`config.mk`:
```
export PLATFORM = sky130hd
export DESIGN_NAME = fifo_sample_reader_flat
export DESIGN_NICKNAME = d
export VERILOG_FILES = /design/src/rtl/fifo_sample_reader_if.sv /design/src/rtl/fifo_sample_reader.sv /design/src/flat_wrapper.sv
export SDC_FILE = /design/constraint.sdc
export NUM_CORES = 1
export LEC_CHECK = 0
export BUFFER_PORTS_ARGS = -buffer_cell sky130_fd_sc_hd__buf_2
export CORE_ASPECT_RATIO = 1.2
export CORE_MARGIN = 3
export CORE_UTILIZATION = 35
export CTS_CLUSTER_DIAMETER = 120
export DETAILED_ROUTE_END_ITERATION = 6
export GPL_TIMING_DRIVEN = 0
export HOLD_SLACK_MARGIN = 0.12
export PLACE_DENSITY_LB_ADDON = 0.15
export SLEW_MARGIN = 20
export SYNTH_ARGS = -nofsm -noshare
export SYNTH_HDL_FRONTEND = slang
export SYNTH_SLANG_ARGS = --single-unit
```
`constraint.sdc`:
```
create_clock -name clk -period 2.95 [get_ports clk]
set_input_delay 0.59 -clock clk [delete_from_list [all_inputs] [get_ports clk]]
set_output_delay 0.59 -clock clk [all_outputs]
set_load 0.02 [all_outputs]
```
`src/rtl/fifo_sample_reader_if.sv`:
```
// Handshake bundle between the tracking FIFO read port, the sample reader
// and the downstream DAC serializer.
interface fifo_sample_reader_if #(
   parameter int unsigned SAMPLE_WIDTH = 24
);
   logic [7:0]              fifo_data;
   logic                    fifo_empty;
   logic                    fifo_read;
   logic [SAMPLE_WIDTH-1:0] sample;
   logic                    sample_valid;
   logic                    sample_ready;

   modport master (
      input  fifo_data, fifo_empty, sample_ready,
      output fifo_read, sample, sample_valid
   );

   modport slave (
      output fifo_data, fifo_empty, sample_ready,
      input  fifo_read, sample, sample_valid
   );
endinterface

```
`src/rtl/fifo_sample_reader.sv`:
```
// Pops bytes from the tracking FIFO, packs BYTES_PER_SAMPLE of them MSB first
// into a sample word and offers it downstream on a valid/ready handshake.
module fifo_sample_reader #(
   parameter int unsigned BYTES_PER_SAMPLE = 3,
   parameter int unsigned SAMPLE_WIDTH     = 24,
   parameter int unsigned COUNT_WIDTH      = 16
) (
   input  logic                   clk,
   input  logic                   reset,
   input  logic                   flush,
   fifo_sample_reader_if.master   bus,
   output logic [COUNT_WIDTH-1:0] bytes_read
);
   localparam int unsigned CW = $clog2(BYTES_PER_SAMPLE + 1);
   localparam logic [CW-1:0] N_BYTES   = CW'(BYTES_PER_SAMPLE);
   localparam logic [CW-1:0] LAST_BYTE = CW'(BYTES_PER_SAMPLE - 1);

   logic [CW-1:0]           rd_cnt;
   logic [CW-1:0]           cap_cnt;
   logic                    cap_pend;
   logic                    asm_full;
   logic [SAMPLE_WIDTH-1:0] shift;
   logic [SAMPLE_WIDTH-1:0] shift_nxt;
   logic [SAMPLE_WIDTH-1:0] sample_r;
   logic                    sample_valid_r;
   logic                    capture;
   logic                    word_done;
   logic                    load_direct;
   logic                    load_held;
   logic                    load;

   generate
      if (SAMPLE_WIDTH > 8) begin : g_wide
         assign shift_nxt = {shift[SAMPLE_WIDTH-9:0], bus.fifo_data};
      end else begin : g_narrow
         assign shift_nxt = bus.fifo_data;
      end
   endgenerate

   // A word completes directly into the output register when the slot is free;
   // otherwise it parks in shift (asm_full) and reads stall on rd_cnt==N_BYTES.
   always_comb begin
      bus.fifo_read = reset && !bus.fifo_empty && !flush && (rd_cnt < N_BYTES);
      capture       = cap_pend && !flush;
      word_done     = capture && (cap_cnt == LAST_BYTE);
      load_direct   = word_done && (!sample_valid_r || bus.sample_ready);
      load_held     = asm_full && bus.sample_ready && !flush;
      load          = load_direct || load_held;
   end

   always_ff @(posedge clk) begin
      if (!reset) begin
         rd_cnt         <= '0;
         cap_cnt        <= '0;
         cap_pend       <= 1'b0;
         asm_full       <= 1'b0;
         shift          <= '0;
         sample_r       <= '0;
         sample_valid_r <= 1'b0;
         bytes_read     <= '0;
      end else begin
         cap_pend <= bus.fifo_read;
         if (capture) begin
            bytes_read <= bytes_read + COUNT_WIDTH'(1);
         end

         if (flush) begin
            rd_cnt   <= '0;
            cap_cnt  <= '0;
            shift    <= '0;
            asm_full <= 1'b0;
         end else if (load) begin
            rd_cnt   <= '0;
            cap_cnt  <= '0;
            asm_full <= 1'b0;
            if (capture) begin
               shift <= shift_nxt;
            end
         end else begin
            if (bus.fifo_read) begin
               rd_cnt <= rd_cnt + CW'(1);
            end
            if (capture) begin
               shift   <= shift_nxt;
               cap_cnt <= cap_cnt + CW'(1);
            end
            if (word_done) begin
               asm_full <= 1'b1;
            end
         end

         if (load_direct) begin
            sample_r <= shift_nxt;
         end else if (load_held) begin
            sample_r <= shift;
         end

         if (load) begin
            sample_valid_r <= 1'b1;
         end else if (sample_valid_r && bus.sample_ready) begin
            sample_valid_r <= 1'b0;
         end
      end
   end

   assign bus.sample       = sample_r;
   assign bus.sample_valid = sample_valid_r;
endmodule

```
`src/flat_wrapper.sv`:
```
// flat-port wrapper written by rule: the top's interface ports become plain ports
module fifo_sample_reader_flat 
#(
   parameter int unsigned BYTES_PER_SAMPLE = 3,
   parameter int unsigned SAMPLE_WIDTH     = 24,
   parameter int unsigned COUNT_WIDTH      = 16
)
  (clk, reset, flush, bytes_read, bus_fifo_data, bus_fifo_empty, bus_sample_ready, bus_fifo_read, bus_sample, bus_sample_valid);
  fifo_sample_reader_if #(.SAMPLE_WIDTH(SAMPLE_WIDTH)) bus_i ();
  input  logic clk;
  input  logic reset;
  input  logic flush;
  output logic [COUNT_WIDTH-1:0] bytes_read;
  input wire logic [$bits(bus_i.fifo_data)-1:0] bus_fifo_data;
  input wire logic [$bits(bus_i.fifo_empty)-1:0] bus_fifo_empty;
  input wire logic [$bits(bus_i.sample_ready)-1:0] bus_sample_ready;
  output wire logic [$bits(bus_i.fifo_read)-1:0] bus_fifo_read;
  output wire logic [$bits(bus_i.sample)-1:0] bus_sample;
  output wire logic [$bits(bus_i.sample_valid)-1:0] bus_sample_valid;
  assign bus_i.fifo_data = bus_fifo_data;
  assign bus_i.fifo_empty = bus_fifo_empty;
  assign bus_i.sample_ready = bus_sample_ready;
  assign bus_fifo_read = bus_i.fifo_read;
  assign bus_sample = bus_i.sample;
  assign bus_sample_valid = bus_i.sample_valid;
  fifo_sample_reader #(.BYTES_PER_SAMPLE(BYTES_PER_SAMPLE), .SAMPLE_WIDTH(SAMPLE_WIDTH), .COUNT_WIDTH(COUNT_WIDTH)) u_core (.clk(clk), .reset(reset), .flush(flush), .bus(bus_i), .bytes_read(bytes_read));
endmodule
```
==> reports/qor.txt <==
status: finished clean
count of routing violations after the opening detailed-route iteration: 66
Area growth syn-to-layout: 23.1%
maximum level of the CTS H-tree: 3
Hold Path Cell Cnt: 2
synthesis-stage register bit count: 71
Inserted Clock Buffers: 9
WP data required: 2360 ps
number of maximum-capacitance constraint violations: 0
hold worst-path end: u_core.cap_pend
Synth Cell Area: 2990 um^2
Worst Reg2Reg Path Length in Cells: 7
total congestion overflow after global routing: 0
Lkg Pwr: 0.00169 uW
fraction of layout cells with a size suffix above 1: 0.248
slew at the pin closest to its max-slew limit: 625 ps
post-detailed-route via-to-cell ratio: 4.75
buffers inserted during post-CTS setup optimization: 0
clock root buffer: sky130_fd_sc_hd__clkbuf_8
critical setup path kind: in2out
number of routed nets with antenna violations: 0
clock-pin slew of the registers on the worst-case setup and hold paths: 80 ps
Max IR drop VDD: 0.295 mV
net total in the final layout: 378
power per standard cell area: 569 nW/um^2
top cells by area in the synthesized netlist: sky130_fd_sc_hd__dfxtp_1 48%, sky130_fd_sc_hd__mux2i_1 17%, sky130_fd_sc_hd__nor2_1 8.7%
per-instance average area after synthesis: 10.1 um^2
Overall Power: 2100 uW
Post-Syn Nets: 313
initial antenna violation count: 0
portion of synthesized cell area occupied by the leading cell type: 0.476
deepest clock path buffer count: 2
standard cell core area: 8200 um^2
clock sink total: 71
worst reg-to-reg setup slack: 1450 ps
via count: 2,287
die width: 90.4 um
yosys warns: 0
Initial Utilization: 0.365
final number of max-transition violations: 0
global routing usage summed across all routing layers: 0.154
DRT Wirelength: 6950 um
First-pass DRT Iterations: 4
CTS tree: yes
routed len/inst: 14.5 um
post-CTS sizing: 0
count of port buffers added during placement: 54
fin crit share: 0.715
startpoint of the lowest-slack register-to-register path: u_core.cap_pend
source of the worst hold timing path: bus_fifo_empty
count of hold-fix buffers inserted at cts: 0
number of top-level pins: 55
Clock Latency Late Sink: 340 ps
GPL Wtd Cong: 0.753
count of unresolved DRC violations after routing: 0
Max Clk Rate: 474 MHz
number of distinct standard cells referenced by the synthesized netlist: 34
RSZ-0062 raised after global routing: false
final-report setup violation count: 0
maximum number of pins on one net before global-route repair: 13
post-layout util: 0.449
Die Area: 9690 um^2
gate count of the mapped netlist: 297
post-DP HPWL: 4840 um
post-route clock skew: 12.3 ps
final critical path time including I/O delays and setup: 2110 ps
headroom to the max-slew limit: 0.583
vias in the first global route: 2,239
Die Ht: 107 um
kind of launch point of the worst setup path: primary input
register area share after synthesis: 0.476
final setup TNS: 0 ps
wire length of the first global-routing pass: 11,600 um
R2R Path End: u_core.bus.sample[21]
worst path arrival time: 1520 ps
library cell occupying the most area in the post-synthesis netlist: sky130_fd_sc_hd__dfxtp_1
biggest fanout along the worst timing path: 9
cell row count: 36
Ant. Diodes: 0
Final Hold Viols: 0
class of the most critical hold timing path: in2reg
endpoint class of the critical path: primary output
## power breakdown
part	total (uW)	switching [uW]	internal, uW
combinational	68.8	42.0	26.9
clock	1060	367	694
sequential	966	3.82	962
total	2100	413	1680
## worst max-delay path, cell delays in order
cell and delay (ps):
sky130_fd_sc_hd__buf_2 140, sky130_fd_sc_hd__nand2b_1 140, sky130_fd_sc_hd__buf_2 180, sky130_fd_sc_hd__nor3_1 240, sky130_fd_sc_hd__buf_2 220
## cell type report
type	count	area (um^2)
tap	114	143
timing repair buffer	54	270
clock inverter	5	128
sequential	71	1420
multi-input combinational	203	1410
inverter	4	15.0
clock buffer	11	151
buffer	19	139
fill	807	4520
## worst max path at each step
stage | slack (ps) | to | startpoint | depth (start not counted)
floorplan | 940 | bus_fifo_read | flush | 3
global placement | 820 | bus_fifo_read | flush | 5
detailed placement | 820 | bus_fifo_read | flush | 5
CTS | 820 | bus_fifo_read | flush | 5
global route | 730 | bus_fifo_read | flush | 5
finish | 840 | bus_fifo_read | flush | 5
## synthesized netlist by cell type
cell type,n
sky130_fd_sc_hd__buf_1,3
sky130_fd_sc_hd__nor3_1,5
sky130_fd_sc_hd__clkbuf_1,3
sky130_fd_sc_hd__nand3b_1,1
sky130_fd_sc_hd__nand2b_1,4
sky130_fd_sc_hd__nand4_2,1
sky130_fd_sc_hd__nand4_1,2
sky130_fd_sc_hd__xor2_1,3
sky130_fd_sc_hd__o21ai_0,1
sky130_fd_sc_hd__mux2i_1,52
sky130_fd_sc_hd__and4b_1,1
sky130_fd_sc_hd__nor3_2,1
sky130_fd_sc_hd__or3_1,1
sky130_fd_sc_hd__dfxtp_1,71
sky130_fd_sc_hd__nor2b_4,1
sky130_fd_sc_hd__xnor2_1,11
sky130_fd_sc_hd__nand3_1,3
sky130_fd_sc_hd__and3_1,1
sky130_fd_sc_hd__a31oi_1,1
sky130_fd_sc_hd__nand4b_2,1
sky130_fd_sc_hd__buf_2,7
sky130_fd_sc_hd__nor4_1,4
sky130_fd_sc_hd__buf_6,3
sky130_fd_sc_hd__buf_4,1
sky130_fd_sc_hd__nand3b_4,2
sky130_fd_sc_hd__buf_12,2
sky130_fd_sc_hd__a211oi_2,1
sky130_fd_sc_hd__nand2_1,7
sky130_fd_sc_hd__ha_1,3
sky130_fd_sc_hd__inv_1,4
sky130_fd_sc_hd__nor2_1,69
sky130_fd_sc_hd__nand3_2,1
sky130_fd_sc_hd__a21oi_1,2
sky130_fd_sc_hd__a211oi_1,24
## through the flow
| step | setup WS [ps] | instances | cell area (um^2) | hold slack [ps] |
|---|---|---|---|---|
| 2_1_floorplan | 943 | 297 | 2990 | 437 |
| 3_3_place_gp | 823 | 465 | 3400 | 449 |
| 3_5_place_dp | 819 | 465 | 3400 | 461 |
| 4_1_cts | 821 | 481 | 3680 | 420 |
| 5_1_grt | 731 | 481 | 3680 | 421 |
| 6_report | 841 | 481 | 3680 | 437 |
## state kept, by name, indices dropped and copies added, names as in the netlist
signal / cells
u_core.asm_full: 1
u_core.rd_cnt: 2
u_core.bus.sample_valid: 1
u_core.shift: 24
u_core.cap_cnt: 2
u_core.bytes_read: 16
u_core.cap_pend: 1
u_core.bus.sample: 24
## cells in the final DEF (no fill, tap or decap), drive strengths merged
cell      netlist  routed
nand3b          3       3
inv             4       4
xnor2          11      11
xor2            3       3
nor4            4       4
nor3            6       6
nand3           4       4
nand4           3       3
ha              3       3
mux2i          52      52
bufinv          0       4
nor2           69      69
nand2b          4       4
and4b           1       1
and3            1       1
or3             1       1
nand2           7       7
nand4b          1       1
a31oi           1       1
dfxtp          71      71
clkbuf          3      14
clkinvlp        0       1
a211oi         25      25
a21oi           2       2
buf            16      70
o21ai           1       1
nor2b           1       1
## routing by layer
metal | track usage | routed length (um) | vias up
li1 | - | - | 1157
met1 | 0.199 | 3400 | 1076
met2 | 0.249 | 3230 | 43
met3 | 0.0302 | 202 | 11
met4 | 0.0711 | 127 | 0
met5 | 0 | 0 | -
## cells by family after synthesis
group,after synthesis,share of synthesized area
AOI/OAI and AO/OA,29,0.0716
xor gates and xnor gates,14,0.0410
adders and majority gates,3,0.0126
buffers and inverters,23,0.0515
DFF,71,0.476
muxes,52,0.174
and+or+nand+nor,105,0.174
Note: power is estimated with default switching activity, not from simulation.
